## src/rtl/rv32m_div_unit_pkg.sv

```systemverilog
`default_nettype none
// ============================================================================
// Module   : rv32m_div_unit_pkg
// Purpose  : Shared op/state encodings for the RV32M divider, decoder and
//            hazard unit.
// Revision : 1.0 - initial release
// ============================================================================
package rv32m_div_unit_pkg;

    localparam int XLEN_DEFAULT = 32;

    // Matches funct3[1:0] of the M-extension divide group
    typedef enum logic [1:0] {
        OP_DIV  = 2'b00,
        OP_DIVU = 2'b01,
        OP_REM  = 2'b10,
        OP_REMU = 2'b11
    } div_op_e;

    typedef enum logic [1:0] {
        ST_IDLE = 2'b00,
        ST_CALC = 2'b01,
        ST_SIGN = 2'b10,
        ST_DONE = 2'b11
    } div_state_e;

endpackage : rv32m_div_unit_pkg
`default_nettype wire

```

## src/rtl/rv32m_div_unit_if.sv

```systemverilog
`default_nettype none
// ============================================================================
// Module   : rv32m_div_unit_if
// Purpose  : Request/response bundle between the EX stage and the divider.
// Revision : 1.0 - initial release
// ============================================================================
interface rv32m_div_unit_if
    import rv32m_div_unit_pkg::*;
#(
    parameter int XLEN = XLEN_DEFAULT
);
    logic            start;
    logic [1:0]      op;
    logic [XLEN-1:0] dividend;
    logic [XLEN-1:0] divisor;
    logic            flush;
    logic            busy;
    logic            stall;
    logic            done;
    logic [XLEN-1:0] result;

    modport master (
        output start, op, dividend, divisor, flush,
        input  busy, stall, done, result
    );

    modport slave (
        input  start, op, dividend, divisor, flush,
        output busy, stall, done, result
    );
endinterface : rv32m_div_unit_if
`default_nettype wire

```

## src/rtl/rv32m_div_unit_div_step.sv

```systemverilog
`default_nettype none
// ============================================================================
// Module   : rv32m_div_unit_div_step
// Purpose  : One combinational restoring-division iteration.
// Revision : 1.0 - initial release
// ============================================================================
module rv32m_div_unit_div_step #(
    parameter int XLEN = 32
) (
    input  wire logic [XLEN-1:0] i_rem,
    input  wire logic [XLEN-1:0] i_q,
    input  wire logic [XLEN-1:0] i_divisor,
    output logic      [XLEN-1:0] o_rem_next,
    output logic      [XLEN-1:0] o_q_next
);
    logic [XLEN:0] w_shift;
    logic [XLEN:0] w_diff;
    logic          w_ge;

    // Shifted remainder keeps its carry bit so divisors above 2^(XLEN-1) work
    assign w_shift    = {i_rem, i_q[XLEN-1]};
    assign w_diff     = w_shift - {1'b0, i_divisor};
    assign w_ge       = ~w_diff[XLEN];
    assign o_rem_next = w_ge ? w_diff[XLEN-1:0] : w_shift[XLEN-1:0];
    assign o_q_next   = {i_q[XLEN-2:0], w_ge};
endmodule : rv32m_div_unit_div_step
`default_nettype wire

```

## src/rtl/rv32m_div_unit.sv

```systemverilog
`default_nettype none
// ============================================================================
// Module   : rv32m_div_unit
// Purpose  : Iterative RV32M DIV/DIVU/REM/REMU unit, one bit per cycle.
// Revision : 1.0 - initial release
// ============================================================================
module rv32m_div_unit
    import rv32m_div_unit_pkg::*;
#(
    parameter int XLEN = XLEN_DEFAULT
) (
    input  wire logic          clk,
    input  wire logic          rst,
    rv32m_div_unit_if.slave    bus
);
    localparam int              c_cnt_w   = $clog2(XLEN);
    localparam logic [XLEN-1:0] c_int_min = {1'b1, {(XLEN-1){1'b0}}};

    div_state_e        r_state;
    div_state_e        w_state_next;
    div_op_e           r_op;
    logic [XLEN-1:0]   r_q;
    logic [XLEN-1:0]   r_dvs;
    logic [XLEN-1:0]   r_rem;
    logic [XLEN-1:0]   r_result;
    logic [c_cnt_w-1:0] r_cnt;
    logic              r_neg_q;
    logic              r_dvd_neg;
    logic              r_divz;
    logic              r_ovf;

    logic              w_idle_or_done;
    logic              w_accept;
    logic              w_signed;
    logic              w_dvd_neg;
    logic              w_dvs_neg;
    logic              w_divz;
    logic              w_ovf;
    logic              w_last;
    logic [XLEN-1:0]   w_dvd_abs;
    logic [XLEN-1:0]   w_dvs_abs;
    logic [XLEN-1:0]   w_rem_next;
    logic [XLEN-1:0]   w_q_next;
    logic [XLEN-1:0]   w_quot;
    logic [XLEN-1:0]   w_remd;
    logic [XLEN-1:0]   w_result;

    assign w_idle_or_done = (r_state == ST_IDLE) || (r_state == ST_DONE);
    assign w_accept       = bus.start & w_idle_or_done & ~bus.flush;
    assign w_signed       = ~bus.op[0];
    assign w_dvd_neg      = w_signed & bus.dividend[XLEN-1];
    assign w_dvs_neg      = w_signed & bus.divisor[XLEN-1];
    assign w_dvd_abs      = w_dvd_neg ? -bus.dividend : bus.dividend;
    assign w_dvs_abs      = w_dvs_neg ? -bus.divisor  : bus.divisor;
    assign w_divz         = (bus.divisor == '0);
    assign w_ovf          = w_signed & (bus.dividend == c_int_min) & (bus.divisor == '1);
    assign w_last         = (r_cnt == c_cnt_w'(XLEN - 1));

    rv32m_div_unit_div_step #(
        .XLEN (XLEN)
    ) u_div_step (
        .i_rem      (r_rem),
        .i_q        (r_q),
        .i_divisor  (r_dvs),
        .o_rem_next (w_rem_next),
        .o_q_next   (w_q_next)
    );

    always_ff @(posedge clk or posedge rst) begin
        if (rst) begin
            r_state <= ST_IDLE;
        end else begin
            r_state <= w_state_next;
        end
    end

    always_comb begin
        w_state_next = r_state;
        if (bus.flush) begin
            w_state_next = ST_IDLE;
        end else begin
            case (r_state)
                ST_IDLE, ST_DONE: begin
                    if (w_accept) begin
                        w_state_next = (w_divz || w_ovf) ? ST_SIGN : ST_CALC;
                    end else begin
                        w_state_next = ST_IDLE;
                    end
                end
                ST_CALC: begin
                    if (w_last) begin
                        w_state_next = ST_SIGN;
                    end
                end
                ST_SIGN: w_state_next = ST_DONE;
                default: w_state_next = ST_IDLE;
            endcase
        end
    end

    // Special cases never iterate, so r_q still holds |dividend| in SIGN
    always_comb begin
        w_quot = r_neg_q   ? -r_q   : r_q;
        w_remd = r_dvd_neg ? -r_rem : r_rem;
        if (r_divz) begin
            w_quot = '1;
            w_remd = r_dvd_neg ? -r_q : r_q;
        end else if (r_ovf) begin
            w_quot = c_int_min;
            w_remd = '0;
        end
        w_result = ((r_op == OP_REM) || (r_op == OP_REMU)) ? w_remd : w_quot;
    end

    always_ff @(posedge clk or posedge rst) begin
        if (rst) begin
            r_op      <= OP_DIV;
            r_q       <= '0;
            r_dvs     <= '0;
            r_rem     <= '0;
            r_cnt     <= '0;
            r_neg_q   <= 1'b0;
            r_dvd_neg <= 1'b0;
            r_divz    <= 1'b0;
            r_ovf     <= 1'b0;
            r_result  <= '0;
        end else begin
            if (w_accept) begin
                r_op      <= div_op_e'(bus.op);
                r_q       <= w_dvd_abs;
                r_dvs     <= w_dvs_abs;
                r_rem     <= '0;
                r_cnt     <= '0;
                r_neg_q   <= w_dvd_neg ^ w_dvs_neg;
                r_dvd_neg <= w_dvd_neg;
                r_divz    <= w_divz;
                r_ovf     <= w_ovf;
            end else if ((r_state == ST_CALC) && !bus.flush) begin
                r_rem <= w_rem_next;
                r_q   <= w_q_next;
                r_cnt <= r_cnt + c_cnt_w'(1);
            end
            if ((r_state == ST_SIGN) && !bus.flush) begin
                r_result <= w_result;
            end
        end
    end

    assign bus.busy   = (r_state == ST_CALC) || (r_state == ST_SIGN);
    assign bus.done   = (r_state == ST_DONE);
    assign bus.stall  = w_accept | bus.busy;
    assign bus.result = r_result;
endmodule : rv32m_div_unit
`default_nettype wire

```

## src/flat_wrapper.sv

```systemverilog
// flat-port wrapper written by rule: the top's interface ports become plain ports
module rv32m_div_unit_flat import rv32m_div_unit_pkg::*;
#(
    parameter int XLEN = XLEN_DEFAULT
)
  (clk, rst, bus_start, bus_op, bus_dividend, bus_divisor, bus_flush, bus_busy, bus_stall, bus_done, bus_result);
  rv32m_div_unit_if #(.XLEN(XLEN)) bus_i ();
  input  wire logic clk;
  input  wire logic rst;
  input wire logic [$bits(bus_i.start)-1:0] bus_start;
  input wire logic [$bits(bus_i.op)-1:0] bus_op;
  input wire logic [$bits(bus_i.dividend)-1:0] bus_dividend;
  input wire logic [$bits(bus_i.divisor)-1:0] bus_divisor;
  input wire logic [$bits(bus_i.flush)-1:0] bus_flush;
  output wire logic [$bits(bus_i.busy)-1:0] bus_busy;
  output wire logic [$bits(bus_i.stall)-1:0] bus_stall;
  output wire logic [$bits(bus_i.done)-1:0] bus_done;
  output wire logic [$bits(bus_i.result)-1:0] bus_result;
  assign bus_i.start = bus_start;
  assign bus_i.op = bus_op;
  assign bus_i.dividend = bus_dividend;
  assign bus_i.divisor = bus_divisor;
  assign bus_i.flush = bus_flush;
  assign bus_busy = bus_i.busy;
  assign bus_stall = bus_i.stall;
  assign bus_done = bus_i.done;
  assign bus_result = bus_i.result;
  rv32m_div_unit #(.XLEN(XLEN)) u_core (.clk(clk), .rst(rst), .bus(bus_i));
endmodule
```

## config.mk

```make
export PLATFORM = sky130hd
export DESIGN_NAME = rv32m_div_unit_flat
export DESIGN_NICKNAME = d
export VERILOG_FILES = /design/src/rtl/rv32m_div_unit_pkg.sv /design/src/rtl/rv32m_div_unit_if.sv /design/src/rtl/rv32m_div_unit_div_step.sv /design/src/rtl/rv32m_div_unit.sv /design/src/flat_wrapper.sv
export SDC_FILE = /design/constraint.sdc
export NUM_CORES = 1
export LEC_CHECK = 0
export BUFFER_PORTS_ARGS = -buffer_cell sky130_fd_sc_hd__clkbuf_2
export CORE_MARGIN = 3
export CORE_UTILIZATION = 55
export CTS_BUF_LIST = sky130_fd_sc_hd__clkbuf_16
export DETAILED_ROUTE_END_ITERATION = 7
export PLACE_DENSITY = 0.79
export SYNTH_ARGS = -nofsm -noshare
export SYNTH_HDL_FRONTEND = slang
export SYNTH_SLANG_ARGS = --single-unit
```

## constraint.sdc

```tcl
create_clock -name clk -period 7.6 [get_ports clk]
set_clock_uncertainty 0.2 [all_clocks]
set_input_delay 0.76 -clock clk [delete_from_list [all_inputs] [get_ports clk]]
set_output_delay 0.76 -clock clk [all_outputs]
set_load 0.01 [all_outputs]
```

# == After elaboration in Yosys (flattened, before gate mapping) ==
# Cells that the tools add are included.
# op_classes
n_bitwise,11
muxes,22
n_addsub,6
n_eq_ne,9
reduce_logical,11
# op_table
cell,n
2-to-1 mux 32 bit,15
negator 32 bit,4
"== test 32 bit, second input constant",2
subtractor 33 x 32 -> 33 bit,1
logical NOT 32 bit,1
2-to-1 mux 5 bit,2
"== test 2 bit, second input constant",4
2-to-1 mux 2 bit,4
AND 1 bit,6
one-hot mux 2 bit (3 select lines),1
"adder 5 x 1 -> 5 bit, second input constant",1
"== test 5 bit, second input constant",1
logical OR 1 bit,4
"inequality test 3 x 2 -> 1 bit, second input constant",1
NOT 1 bit,3
"== test 2 x 1 -> 1 bit, second input constant",1
logical AND 1 bit,2
logical NOT 2 bit,1
nonzero test 2 bit,1
OR reduction 2 bit,1
logical NOT 1 bit,1
OR 1 bit,1
bitwise XOR 1 bit,1
# word_totals
input_bits,70
output_inout_bits,35
wordCells,70
ff_bits,141

# == Logic depth before layout (Yosys ltp) ==
# logic_depth
ltp_word,8
ltp_mapped,14
depth_no_buf,12

# == By module ==
# From an unflattened synthesis, not the netlist that was laid out.
# hier_totals
hier_cells,1594
hier_area_um2,12513.3
# by_module_without_submodules
module,seq_area_each_um2,cells_each,area_each_um2,n_inst
rv32m_div_unit,3503.4,1255,9874.5,1
rv32m_div_unit_div_step,0.0,339,2638.8,1

# == Worst setup path before layout ==
# OpenSTA, ideal clock, no wires.
# synth_path
path_type,reg-to-reg
start,register u_core.r_rem[12]
end,register u_core.r_rem[11]
t_required_ns,7.267
stages_incl_launch_ff,13
path_buffers,2
arrival_time_ns,3.076
setup_time_ns,0.133
slack_ns,4.191
period_less_slack_ns,3.409
cell_sequence,dfrtp_1 -> ha_1 -> buf_2 -> a21o_1 -> a31o_1 -> a311o_1 -> and3_1 -> or3_4 -> a31oi_2 -> xnor2_1 -> buf_2 -> mux2i_1 -> o21ai_0
# synth_via
elab_chain_len,4
# synth_rtl
item,line_no,rtl
from (decl),rv32m_div_unit.sv:24,logic [XLEN-1:0] r_rem;
from (signal assigned),rv32m_div_unit.sv:139,r_rem <= w_rem_next;
subtractor 33 x 32 -> 33 bit,rv32m_div_unit_div_step.sv:22,"assign w_diff = w_shift - {1'b0, i_divisor};"
2-to-1 mux 32 bit,rv32m_div_unit_div_step.sv:24,assign o_rem_next = w_ge ? w_diff[XLEN-1:0] : w_shift[XLEN-1:0];
2-to-1 mux 32 bit,rv32m_div_unit.sv:138,end else if ((r_state == ST_CALC) && !bus.flush) begin
2-to-1 mux 32 bit,rv32m_div_unit.sv:128,if (w_accept) begin
# Every way passes these cells. The select of a mux whose other input is x is not followed.
# A chain may end at the register's enable or synchronous reset.

# == Worst setup path after layout ==
# Same ends and word-level chain as after synthesis.

==> impl_metrics.ini <==
[worst_setup_path]
reg2reg_depth = 11
worstSetupPathType = reg2reg
crit_arrival_ns = 4.16
cp.required_ns = 7.64
cp-end-kind = flop
cp_max_fo = 30
reg2reg_slack_ns = 3.48
r2r-start = u_core.r_rem[12]$_DFFE_PP0P_
cp-start-kind = flop
worstReg2RegEnd = u_core.r_rem[11]$_DFFE_PP0P_

[die]
die_h_um = 150
ios = 105
die_area_mm2 = 0.0225
die_w_um = 150
core-area_mm2 = 0.0199
num_rows = 51
initial_core_util_pct = 57.2

[layout]
multi_input_area_mm2 = 0.00727
layout.nets = 1588
syn_to_final_growth_pct = 10.1
drive_above_1_share_pct = 11.8
final_common_cell = nand2_1
nFillCells = 1739
final_cell_mix = nand2_1, o21ai_0, dfrtp_1
register_area_mm2 = 0.00350
num_antenna_cells = 0

[drt]
wire_per_inst_um = 18.5
dr.pass1.iters = 8
ant_nets = 0
drt-initial-drc-count = 1103
drc = 0
wl_mm = 32.3
via_per_inst = 6.18
vias = 10800

[placed_design]
io_buffers = 104
pre_cts_slack_ns = 3.56
routabilityCongestion = 0.943
dp_hpwl_mm = 23.7

[clock_network]
h-tree-depth = 4
cts_buffers = 17
clk_path_buf_depth = 2
cts_hold_buf = 0
cts.sinks = 140
post-cts-setup-buffer-count = 0
cts_tree = done
clkTransAtPathRegs_ns = 0.06
insertion_delay_ns = 0.42
cts_resized = 0
cts-root-buf = clkbuf_16

[global_routing]
antenna_found_initial = 0
gr-total-overflow = 0
grt_max_degree = 104
groute.usage.overall_pct = 28.9
grt_pass1_vias = 9937
grt_pass1_wl_mm = 52.2

[timing]
fin_crit_ns = 4.12
rsz0062_at_grt = false
worst_pin_slew_ns = 1.17
fin_crit_sh_pct = 54.2
fmax_ghz = 0.243
setup_ws_ns = 3.48
setup_tns_ns = 0
finalSetupViolations = 0
hold_violations = 0
slew_headroom_pct = 21.9
drv_slew = 0

[synth]
synth-edff-count = 0
synth_seq_cells = 140
syn_area_mm2 = 0.0114
syn_avg_cell_area_um2 = 7.91
ys_async_sr_fraction_pct = 100
synth_top_flop_cell = dfrtp_1
synthesis.nets = 1551
yosys_warnings = 0
yosysSeqAreaShare_pct = 30.8
syn_inst = 1438
synth_cell_type_count = 77

[pwr]
seqPwrFrac_pct = 37.8
power.density_mw_per_mm2 = 240
peakVddDrop_mv = 0.154
pwr-share-clk_pct = 27.3
cellInternalPower_mw = 1.84
leakagePower_nw = 5.48
p_comb_share_pct = 35.0
p_sw_mw = 1.17
switching_share_pct = 38.9

[min_path]
min_path_type = in2async

[run_status]
status = finished, final reports clean

[flow_run]
maxCapViolCount = 0
[per-stage QoR]
step | hold WS (ns) | instance area, µm² | std cells | utilization [%] | total power [mW]
after floorplan | 0.250 | 11400 | 1438 | - | 1.85
after global placement | 0.249 | 12000 | 1721 | 60.0 | 2.13
after detailed placement | 0.255 | 12000 | 1721 | 60.0 | 2.17
after CTS | 0.268 | 12500 | 1753 | 62.9 | 2.99
after global routing | 0.286 | 12500 | 1753 | 62.9 | 3.19
final | 0.235 | 12500 | 1753 | 62.9 | 3.01
[critical path, stage by stage (launching register included)]
cell	delay (ns)
dfrtp_1	0.43
ha_1	0.42
a21o_1	0.24
a31o_1	0.26
a311o_1	0.35
and3_1	0.23
or3_4	0.40
a31oi_2	0.23
xnor2_2	0.30
buf_4	0.53
mux2i_1	0.23
o21ai_0	0.12
[cell type report]
class / count / area share [%]
sequential: 140 / 28.0
clock inverter: 15 / 1.21
inverter: 59 / 1.81
timing repair buffer: 117 / 4.93
tap: 265 / 2.65
multi-input combinational: 1140 / 58.0
clock buffer: 17 / 3.40
[routing by layer]
metal  vias to the layer above  global-route usage [%]  routed length (µm)
li1                       5173                       -                   -
met1                      5120                    40.4               14000
met2                       477                    43.9               14200
met3                        66                    6.66                3100
met4                         0                    10.3                1010
met5                         -                       0                   0
[power groups by stage]
| stage | combinational, mW | sequential (mW) | clock, mW |
|---|---|---|---|
| after floorplan | 0.786 | 1.06 | 0 |
| after global placement | 1.01 | 1.13 | 0 |
| after detailed placement | 1.04 | 1.14 | 0 |
| after CTS | 1.04 | 1.13 | 0.826 |
| after global routing | 1.17 | 1.16 | 0.863 |
| final | 1.05 | 1.14 | 0.820 |
[cell usage after synthesis, drive strengths merged (4+ instances only)]
| cell | n | area share, % |
|---|---|---|
| a211oi | 12 | 0.79 |
| a21o | 12 | 0.79 |
| a21oi | 70 | 3.1 |
| a221oi | 4 | 0.42 |
| a22o | 4 | 0.31 |
| a22oi | 32 | 2.2 |
| a2bb2oi | 6 | 0.46 |
| a31oi | 7 | 0.44 |
| and3 | 5 | 0.27 |
| buf | 19 | 0.91 |
| clkbuf | 80 | 2.6 |
| dfrtp | 140 | 31 |
| ha | 42 | 4.6 |
| inv | 59 | 1.9 |
| mux2i | 32 | 2.8 |
| nand2 | 222 | 7.3 |
| nand2b | 18 | 1.1 |
| nand3 | 31 | 1.4 |
| nand4 | 16 | 1.0 |
| nor2 | 82 | 2.7 |
| nor2b | 10 | 0.55 |
| nor3 | 22 | 0.97 |
| nor4 | 17 | 1.1 |
| o211ai | 16 | 1.1 |
| o21ai | 169 | 7.4 |
| o221ai | 6 | 0.46 |
| o22ai | 8 | 0.44 |
| o31ai | 34 | 2.2 |
| o41ai | 12 | 0.99 |
| or2 | 6 | 0.33 |
| or3 | 19 | 1.1 |
| or4 | 12 | 0.82 |
| or4b | 4 | 0.38 |
| xnor2 | 85 | 6.5 |
| xor2 | 90 | 6.9 |
[registers in the layout (all words and copies together) (netlist names)]
| register | flops |
|---|---|
| u_core.r_op | 1 |
| u_core.r_dvd_neg | 1 |
| u_core.r_divz | 1 |
| u_core.r_dvs | 32 |
| u_core.bus.result | 32 |
| u_core.r_state | 2 |
| u_core.r_ovf | 1 |
| u_core.r_rem | 32 |
| u_core.r_neg_q | 1 |
| u_core.r_q | 32 |
| u_core.r_cnt | 5 |
[cell families after synthesis]
logic type	Yosys count	share of synthesized area [%]
simple gates	475	19.7
compound gates	415	22.9
xor+xnor	175	13.5
buf+inv	158	5.50
flops	140	30.8
fa+ha+maj	43	4.79
mux	32	2.81
[how the worst max path moves through the flow]
stage	cells after the start	startpoint	slack, ns	end
4_1_cts	11	u_core.r_rem[12]$_DFFE_PP0P_	3.50	u_core.r_rem[11]$_DFFE_PP0P_
5_1_grt	13	u_core.r_q[31]$_DFFE_PP0P_	3.23	u_core.r_rem[11]$_DFFE_PP0P_
2_1_floorplan	1	rst	2.89	u_core.bus.result[0]$_DFFE_PP0P_
3_5_place_dp	13	u_core.r_q[31]$_DFFE_PP0P_	3.56	u_core.r_rem[12]$_DFFE_PP0P_
6_report	11	u_core.r_rem[12]$_DFFE_PP0P_	3.48	u_core.r_rem[11]$_DFFE_PP0P_
3_3_place_gp	11	u_core.r_rem[12]$_DFFE_PP0P_	3.68	u_core.r_rem[24]$_DFFE_PP0P_
No activity file was read; power rests on OpenSTA's default activity.
